--- config.mk ---
export PLATFORM = sky130hd
export DESIGN_NAME = area_sorter_flat
export DESIGN_NICKNAME = d
export VERILOG_FILES = /design/src/rtl/area_sorter_pkg.sv /design/src/rtl/area_sorter_if.sv /design/src/rtl/area_cmp_swap.sv /design/src/rtl/area_sorter.sv /design/src/flat_wrapper.sv
export SDC_FILE = /design/constraint.sdc
export NUM_CORES = 1
export LEC_CHECK = 0
export ABC_AREA = 1
export CAP_MARGIN = 10
export CELL_PAD_IN_SITES_DETAIL_PLACEMENT = 2
export CELL_PAD_IN_SITES_GLOBAL_PLACEMENT = 2
export CORE_ASPECT_RATIO = 0.9
export CORE_MARGIN = 4
export CORE_UTILIZATION = 33
export DETAILED_ROUTE_END_ITERATION = 8
export PLACE_DENSITY = 0.82
export REMOVE_ABC_BUFFERS = 1
export SYNTH_ARGS = -nofsm -noshare
export SYNTH_HDL_FRONTEND = slang
export SYNTH_SLANG_ARGS = --single-unit
export TNS_END_PERCENT = 1
--- constraint.sdc ---
create_clock -name clk -period 5.65 [get_ports clk]
set_input_delay 0.565 -clock clk [delete_from_list [all_inputs] [get_ports clk]]
set_output_delay 0.565 -clock clk [all_outputs]
set_load 0.05 [all_outputs]
--- src/rtl/area_sorter_pkg.sv ---
// Shared constants and FSM state encoding for the heptagon area sorting slice.
package area_sorter_pkg;

  localparam int N  = 5;   // number of heptagons per set
  localparam int AW = 19;  // unsigned area width
  localparam int IW = 3;   // heptagon index width

  typedef enum logic [2:0] {
    ST_IDLE     = 3'd0,
    ST_SORT     = 3'd1,
    ST_OUT      = 3'd2,
    ST_ACK      = 3'd3,
    ST_WAIT_LOW = 3'd4
  } state_e;

endpackage

--- src/rtl/area_sorter_if.sv ---
// Upstream result bus plus downstream ready/valid stream of the area sorter.
// master = the side feeding areas and consuming sorted beats, slave = the sorter.
interface area_sorter_if #(
  parameter int N  = area_sorter_pkg::N,
  parameter int AW = area_sorter_pkg::AW,
  parameter int IW = area_sorter_pkg::IW
) ();

  logic            area_on;
  logic [N*IW-1:0] index_in;
  logic [N*AW-1:0] area_in;
  logic            out_ready;
  logic            out_valid;
  logic [IW-1:0]   out_index;
  logic [AW-1:0]   out_area;
  logic            out_last;
  logic            valid_on;

  modport master (
    output area_on, index_in, area_in, out_ready,
    input  out_valid, out_index, out_area, out_last, valid_on
  );

  modport slave (
    input  area_on, index_in, area_in, out_ready,
    output out_valid, out_index, out_area, out_last, valid_on
  );

endinterface

--- src/rtl/area_cmp_swap.sv ---
// Combinational compare-swap cell: orders two (index, area) pairs ascending by
// area, ties broken by ascending index. Compare is unsigned at full width.
module area_cmp_swap #(
  parameter int AW = area_sorter_pkg::AW,
  parameter int IW = area_sorter_pkg::IW
) (
  input  logic [IW-1:0] idx_a_i,
  input  logic [AW-1:0] area_a_i,
  input  logic [IW-1:0] idx_b_i,
  input  logic [AW-1:0] area_b_i,
  output logic [IW-1:0] lo_idx_o,
  output logic [AW-1:0] lo_area_o,
  output logic [IW-1:0] hi_idx_o,
  output logic [AW-1:0] hi_area_o,
  output logic          swap_o
);

  // Decide whether the pair is out of order and route it accordingly.
  always_comb begin
    swap_o = (area_a_i > area_b_i) || ((area_a_i == area_b_i) && (idx_a_i > idx_b_i));
    if (swap_o) begin
      lo_idx_o  = idx_b_i;
      lo_area_o = area_b_i;
      hi_idx_o  = idx_a_i;
      hi_area_o = area_a_i;
    end else begin
      lo_idx_o  = idx_a_i;
      lo_area_o = area_a_i;
      hi_idx_o  = idx_b_i;
      hi_area_o = area_b_i;
    end
  end

endmodule

--- src/rtl/area_sorter.sv ---
// Area sorter: latches N (index, area) pairs, bubble-sorts them one compare-swap
// per cycle, streams them out over ready/valid and pulses valid_on upstream.
module area_sorter #(
  parameter int N  = area_sorter_pkg::N,
  parameter int AW = area_sorter_pkg::AW,
  parameter int IW = area_sorter_pkg::IW
) (
  input  logic         clk,
  input  logic         reset,
  area_sorter_if.slave bus
);

  import area_sorter_pkg::*;

  localparam int            CW       = $clog2(N) + 1;
  localparam logic [CW-1:0] ZERO_C   = {CW{1'b0}};
  localparam logic [CW-1:0] ONE_C    = CW'(1);
  localparam logic [CW-1:0] LAST_K   = CW'(N - 1);  // also the "sort finished" pass value
  localparam logic [CW-1:0] LAST_POS = CW'(N - 2);

  state_e        state_q, state_d;
  logic [CW-1:0] pass_q, pass_d, pos_q, pos_d, k_q, k_d;
  logic [CW-1:0] pos_nxt_s, k_nxt_s;
  logic          sort_busy_s, accept_s;

  logic [IW-1:0] idx_q  [N];
  logic [AW-1:0] area_q [N];

  logic          out_valid_q, out_valid_d, out_last_q, out_last_d, valid_on_q, valid_on_d;
  logic [IW-1:0] out_index_q, out_index_d;
  logic [AW-1:0] out_area_q, out_area_d;

  logic [IW-1:0] lo_idx_s, hi_idx_s;
  logic [AW-1:0] lo_area_s, hi_area_s;
  logic          swap_s;

  assign pos_nxt_s   = pos_q + ONE_C;
  assign k_nxt_s     = k_q + ONE_C;
  assign sort_busy_s = (state_q == ST_SORT) && (pass_q != LAST_K);
  assign accept_s    = out_valid_q && bus.out_ready;

  area_cmp_swap #(.AW(AW), .IW(IW)) u_cmp_swap (
    .idx_a_i  (idx_q[pos_q]),
    .area_a_i (area_q[pos_q]),
    .idx_b_i  (idx_q[pos_nxt_s]),
    .area_b_i (area_q[pos_nxt_s]),
    .lo_idx_o (lo_idx_s),
    .lo_area_o(lo_area_s),
    .hi_idx_o (hi_idx_s),
    .hi_area_o(hi_area_s),
    .swap_o   (swap_s)
  );

  // FSM state register; reset wins over everything including area_on.
  always_ff @(posedge clk) begin
    if (reset) begin
      state_q <= ST_IDLE;
    end else begin
      state_q <= state_d;
    end
  end

  // Next-state logic; area_on only matters in IDLE and WAIT_LOW.
  always_comb begin
    state_d = state_q;
    case (state_q)
      ST_IDLE:     state_d = bus.area_on ? ST_SORT : ST_IDLE;
      ST_SORT:     state_d = (pass_q == LAST_K) ? ST_OUT : ST_SORT;
      ST_OUT:      state_d = (accept_s && (k_q == LAST_K)) ? ST_ACK : ST_OUT;
      ST_ACK:      state_d = ST_WAIT_LOW;
      ST_WAIT_LOW: state_d = bus.area_on ? ST_WAIT_LOW : ST_IDLE;
      default:     state_d = ST_IDLE;
    endcase
  end

  // Counter and output next-values; the output beat is preloaded from entry 0
  // on the edge that leaves SORT so out_valid is registered with its data.
  always_comb begin
    pass_d      = pass_q;
    pos_d       = pos_q;
    k_d         = k_q;
    out_index_d = out_index_q;
    out_area_d  = out_area_q;
    out_last_d  = out_last_q;
    out_valid_d = (state_d == ST_OUT);
    valid_on_d  = (state_d == ST_ACK);
    case (state_q)
      ST_IDLE: begin
        pass_d     = ZERO_C;
        pos_d      = ZERO_C;
        k_d        = ZERO_C;
        out_last_d = 1'b0;
      end
      ST_SORT: begin
        if (sort_busy_s) begin
          if (pos_q == LAST_POS) begin
            pos_d  = ZERO_C;
            pass_d = pass_q + ONE_C;
          end else begin
            pos_d  = pos_nxt_s;
          end
        end else begin
          k_d         = ZERO_C;
          out_index_d = idx_q[0];
          out_area_d  = area_q[0];
          out_last_d  = (LAST_K == ZERO_C);
        end
      end
      ST_OUT: begin
        if (accept_s) begin
          if (k_q == LAST_K) begin
            k_d        = ZERO_C;
            out_last_d = 1'b0;
          end else begin
            k_d         = k_nxt_s;
            out_index_d = idx_q[k_nxt_s];
            out_area_d  = area_q[k_nxt_s];
            out_last_d  = (k_nxt_s == LAST_K);
          end
        end else begin
          k_d = k_q;
        end
      end
      ST_ACK, ST_WAIT_LOW: begin
        out_last_d = 1'b0;
      end
      default: begin
        out_last_d = 1'b0;
      end
    endcase
  end

  // Counters and registered outputs.
  always_ff @(posedge clk) begin
    if (reset) begin
      pass_q      <= ZERO_C;
      pos_q       <= ZERO_C;
      k_q         <= ZERO_C;
      out_valid_q <= 1'b0;
      out_last_q  <= 1'b0;
      valid_on_q  <= 1'b0;
      out_index_q <= {IW{1'b0}};
      out_area_q  <= {AW{1'b0}};
    end else begin
      pass_q      <= pass_d;
      pos_q       <= pos_d;
      k_q         <= k_d;
      out_valid_q <= out_valid_d;
      out_last_q  <= out_last_d;
      valid_on_q  <= valid_on_d;
      out_index_q <= out_index_d;
      out_area_q  <= out_area_d;
    end
  end

  // Working arrays: capture the set on the start edge, then one compare-swap per sort cycle.
  always_ff @(posedge clk) begin
    if ((state_q == ST_IDLE) && bus.area_on && !reset) begin
      for (int s = 0; s < N; s++) begin
        idx_q[s]  <= bus.index_in[s*IW +: IW];
        area_q[s] <= bus.area_in[s*AW +: AW];
      end
    end else if (sort_busy_s && swap_s) begin
      idx_q[pos_q]      <= lo_idx_s;
      area_q[pos_q]     <= lo_area_s;
      idx_q[pos_nxt_s]  <= hi_idx_s;
      area_q[pos_nxt_s] <= hi_area_s;
    end
  end

  assign bus.out_valid = out_valid_q;
  assign bus.out_last  = out_last_q;
  assign bus.valid_on  = valid_on_q;
  assign bus.out_index = out_index_q;
  assign bus.out_area  = out_area_q;

endmodule
--- src/flat_wrapper.sv ---
// flat-port wrapper written by rule: the top's interface ports become plain ports
module area_sorter_flat import area_sorter_pkg::*;
#(
  parameter int N  = area_sorter_pkg::N,
  parameter int AW = area_sorter_pkg::AW,
  parameter int IW = area_sorter_pkg::IW
)
  (clk, reset, bus_area_on, bus_index_in, bus_area_in, bus_out_ready, bus_out_valid, bus_out_index, bus_out_area, bus_out_last, bus_valid_on);
  area_sorter_if #(.N(N), .AW(AW), .IW(IW)) bus_i ();
  input  logic clk;
  input  logic reset;
  input wire logic [$bits(bus_i.area_on)-1:0] bus_area_on;
  input wire logic [$bits(bus_i.index_in)-1:0] bus_index_in;
  input wire logic [$bits(bus_i.area_in)-1:0] bus_area_in;
  input wire logic [$bits(bus_i.out_ready)-1:0] bus_out_ready;
  output wire logic [$bits(bus_i.out_valid)-1:0] bus_out_valid;
  output wire logic [$bits(bus_i.out_index)-1:0] bus_out_index;
  output wire logic [$bits(bus_i.out_area)-1:0] bus_out_area;
  output wire logic [$bits(bus_i.out_last)-1:0] bus_out_last;
  output wire logic [$bits(bus_i.valid_on)-1:0] bus_valid_on;
  assign bus_i.area_on = bus_area_on;
  assign bus_i.index_in = bus_index_in;
  assign bus_i.area_in = bus_area_in;
  assign bus_i.out_ready = bus_out_ready;
  assign bus_out_valid = bus_i.out_valid;
  assign bus_out_index = bus_i.out_index;
  assign bus_out_area = bus_i.out_area;
  assign bus_out_last = bus_i.out_last;
  assign bus_valid_on = bus_i.valid_on;
  area_sorter #(.N(N), .AW(AW), .IW(IW)) u_core (.clk(clk), .reset(reset), .bus(bus_i));
endmodule
==> impl_results.md <==
* Data required time of the critical path at 5.98 ns
* Synthesized instance count at 2690
* Cell area after placement at 19500 um^2
* Final-layout worst hold slack at 0.469 ns
* Antenna violations before repair at 2
* Number of buffers inserted by post-CTS setup repair at 0
* Predominant post-synthesis flop cell: sky130_fd_sc_hd__edfxtp_1
* Final critical path time including I/O delays and setup at 5.05 ns
* Worst max-slew margin expressed relative to the limit at 0.316
* Synthesized area per cell at 6.51 um^2
* Kind of end point of the critical path: register
* Finish-stage setup viols at 0
* HPWL after DPL at 58.4 mm
* Most frequent cell after synthesis: sky130_fd_sc_hd__nand2_1
* Slew Viols, Final at 0
* Fin crit share at 0.894
* Area fraction in compound gates after synthesis at 0.207
* Number of buffers inserted by port buffering at 138
* Post_cts resized at 0
* Top cells by area, synth: sky130_fd_sc_hd__edfxtp_1, sky130_fd_sc_hd__nand2_1, sky130_fd_sc_hd__o21ai_0
* Routability-driven placement congestion ratio at 0.882
* Reported leakage power at 9.20 nW
* Slowest stage cell, crit path: sky130_fd_sc_hd__inv_2
* Clock-pin slew on the worst setup and hold paths at 0.06 ns
* DRT iter0 DRCs at 1719
* Maximum clock frequency at 198 MHz
* Endpoint arrival time on the critical path at 5.38 ns
* Final cell count without fillers at 3465
* Post-detailed-route via-to-cell ratio at 5.75
* Height of the die at 227 um
* Clock Sinks at 219
* Clock tree from TritonCTS: yes
* Total wirelength of the detailed-routed design at 89.7 mm
* Category of the most critical setup path: reg -> reg
* Signed area change from the synthesized netlist to the final layout at 16.9%
* Flip-flop and latch count after synthesis at 219
* Tightest Pin Transition at 1.03 ns
* Post-route antenna net violation count at 0
* Number of max-capacitance violations reported at 0
* DR vias at 19900
* Worst VDD drop at 0.248 mV
* Clock tree root buffer cell: sky130_fd_sc_hd__clkbuf_16
* Mux share of post-synthesis cell area at 0
* Count of cell types in the netlist at 46
* Insertion delay of the later-clocked pin in the worst-skew pair at 0.59 ns
* Cell occurring most often along the worst timing path: sky130_fd_sc_hd__nand2_1
* Total of hold buffers inserted after clock tree synthesis at 0
* Post-layout net count at 2896
* Unrepaired setup endpoints after global routing: false
* Vias in the first global route at 21400
* Count of unresolved DRC violations after routing at 0
* Library cell with the largest summed area after synthesis: sky130_fd_sc_hd__edfxtp_1
* Most used standard cells in the synthesized netlist: sky130_fd_sc_hd__nand2_1, sky130_fd_sc_hd__o21ai_0, sky130_fd_sc_hd__inv_1
* Run status: completed
* Filler cell count in the final layout at 6261
* Simple-gate portion of the synthesized area at 0.298
* XOR/XNOR share of the synthesized area at 0.00100
* Arithmetic-cell share of the synthesized area counting full adders, half adders and majority gates at 0.0193
* Deepest level of the CTS H-tree at 1
* Global-route usage over all layers at 0.305
* Total overflow reported by the global router at 0
* Largest clock skew in the final design at 0.0200 ns
* Sequential cell area fraction in the yosys report at 0.351
* Nature of the critical path startpoint: register
* Fraction of post-synthesis cell area in the top cell type by area at 0.302
* Power per unit of standard cell area at 393 nW/um^2
* Effective utilization at floorplan at 0.336
* Total of warnings raised by yosys at 0
* Num CTS Buffers at 28
* Path class of the lowest-slack min-delay path: reg -> reg
* Maximum number of buffers from clock root to sink at 3
* Total die area at 56800 um^2
* IO Pins at 139
* Ys async rst share at 0
* Highest cell delay on the worst timing path at 0.51 ns
* Core area at 52100 um^2
* Diode insertion count for antenna repair at 0
* Critical path peak fanout at 22
* Core Rows at 79
* Die X-Extent at 251 um
* Number of detailed-routing iterations run before antenna repair at 5
* Pin count of the biggest net entering global routing at 75
* Endpoints failing hold at 0
* Final design instance area without fill at 20500 um^2
* Largest family of logic cells by synthesized area: simple AND/OR/NAND/NOR gates
* Ratio of cells with drive above 1 in the final layout at 0.0904
* Global-route wire length before repair at 132 mm
* Routed len/inst at 25.9 um
* Number of enable-type register cells in the synthesized netlist at 176
* Ordered list of cells on the worst path: ha_2 -> inv_2 -> buf_12 -> nand2_1 -> nand2_1 -> nand2_1 -> nand2_1 -> inv_2 -> ha_1 -> nand2_1 -> nor2_1 -> nand2_1 -> nor2_2 -> nand3_1 -> nand3_2 -> inv_4 -> nand2_2 -> inv_2 -> nand2_1 -> nand2_1
* Post-synthesis instance area at 17500 um^2
* Cell count after placement at 3413
worst max-delay path: cells and delay by family (launching register included):
family / cells / cell delay (ns)
adder cells (fa/ha/maj): 2 / 0.63
flip-flops: 1 / 0.48
buffers and inverters: 5 / 1.32
AND/OR/NAND/NOR: 13 / 2.33
report_power, final:
group          internal, mW  switching [mW]  leakage (nW)
Clock                  1.11           0.802         0.456
Combinational          1.06            2.89          6.78
Sequential             2.07           0.101          1.97
Total                  4.25            3.80          9.20
worst paths after layout:
kind | startpoint | to | slack (ns) | cells past startpoint
setup / recovery | u_core.pos_q[1]$_SDFFE_PP0P_ | u_core.area_q[0][0]$_DFFE_PP_ | 0.60 | 20
hold / removal | u_core.bus.out_area[7]$_SDFFE_PP0P_ | u_core.bus.out_area[7]$_SDFFE_PP0P_ | 0.47 | 2
setup reg to reg | u_core.pos_q[1]$_SDFFE_PP0P_ | u_core.area_q[0][0]$_DFFE_PP_ | 0.60 | 20
hold reg to reg | u_core.bus.out_area[7]$_SDFFE_PP0P_ | u_core.bus.out_area[7]$_SDFFE_PP0P_ | 0.47 | 2
sequential cells by signal (all words and copies together) (netlist names), named ones only:
signal / cells
u_core.idx_q: 24
u_core.bus.out_valid: 1
u_core.state_q: 3
u_core.bus.out_area: 19
u_core.bus.out_last: 1
u_core.area_q: 152
u_core.pass_q: 4
u_core.k_q: 4
u_core.bus.valid_on: 1
u_core.bus.out_index: 3
u_core.pos_q: 4
layout by cell type, fill, tap and decap left out, drive strengths merged, types with 2 or more instances in the layout:
master / count
clkbuf: 40
o21ai: 426
a21oi: 175
dfxtp: 43
buf: 78
o21bai: 22
o21a: 2
nor3b: 4
a211oi: 3
nand2: 977
nand4: 8
bufinv: 3
nand3b: 2
o211a: 20
nand3: 168
clkinvlp: 2
inv: 327
ha: 27
edfxtp: 176
nor3: 18
nor2: 102
clkdlybuf4s50: 137
clkinv: 9
through the flow:
step	utilization	worst slack, ns	power, mW	setup TNS, ns
floorplan	-	-2.01	4.57	-652.25
global placement	0.375	0.979	5.90	0
detailed placement	0.375	0.765	6.09	0
CTS	0.393	0.732	8.02	0
global route	0.393	0.376	8.48	0
finish	0.393	0.600	8.04	0
cell type report:
class | count | area, um^2 | share of cell area
well taps | 688 | 861 | 0.0421
clock buffers | 40 | 797 | 0.0389
repair buffers | 215 | 2030 | 0.0992
clock inverters | 12 | 139 | 0.00679
flip-flops and latches | 219 | 6160 | 0.301
multi-input cells | 1962 | 9240 | 0.452
inverters | 329 | 1240 | 0.0607
cell families (layout without fill, tap and decap cells):
kind of cell / Yosys count / after routing
simple gates: 1280 / 1280
fa+ha+maj: 27 / 27
buf+inv: 509 / 596
compound gates: 653 / 653
flops: 219 / 219
xor+xnor: 2 / 2
routing by layer:
layer,part of all wire,track usage
met5,0.000089,0
met1,0.42,0.397
met4,0.046,0.118
met2,0.46,0.514
met3,0.074,0.0479
Note: power is estimated with default switching activity, not from simulation.
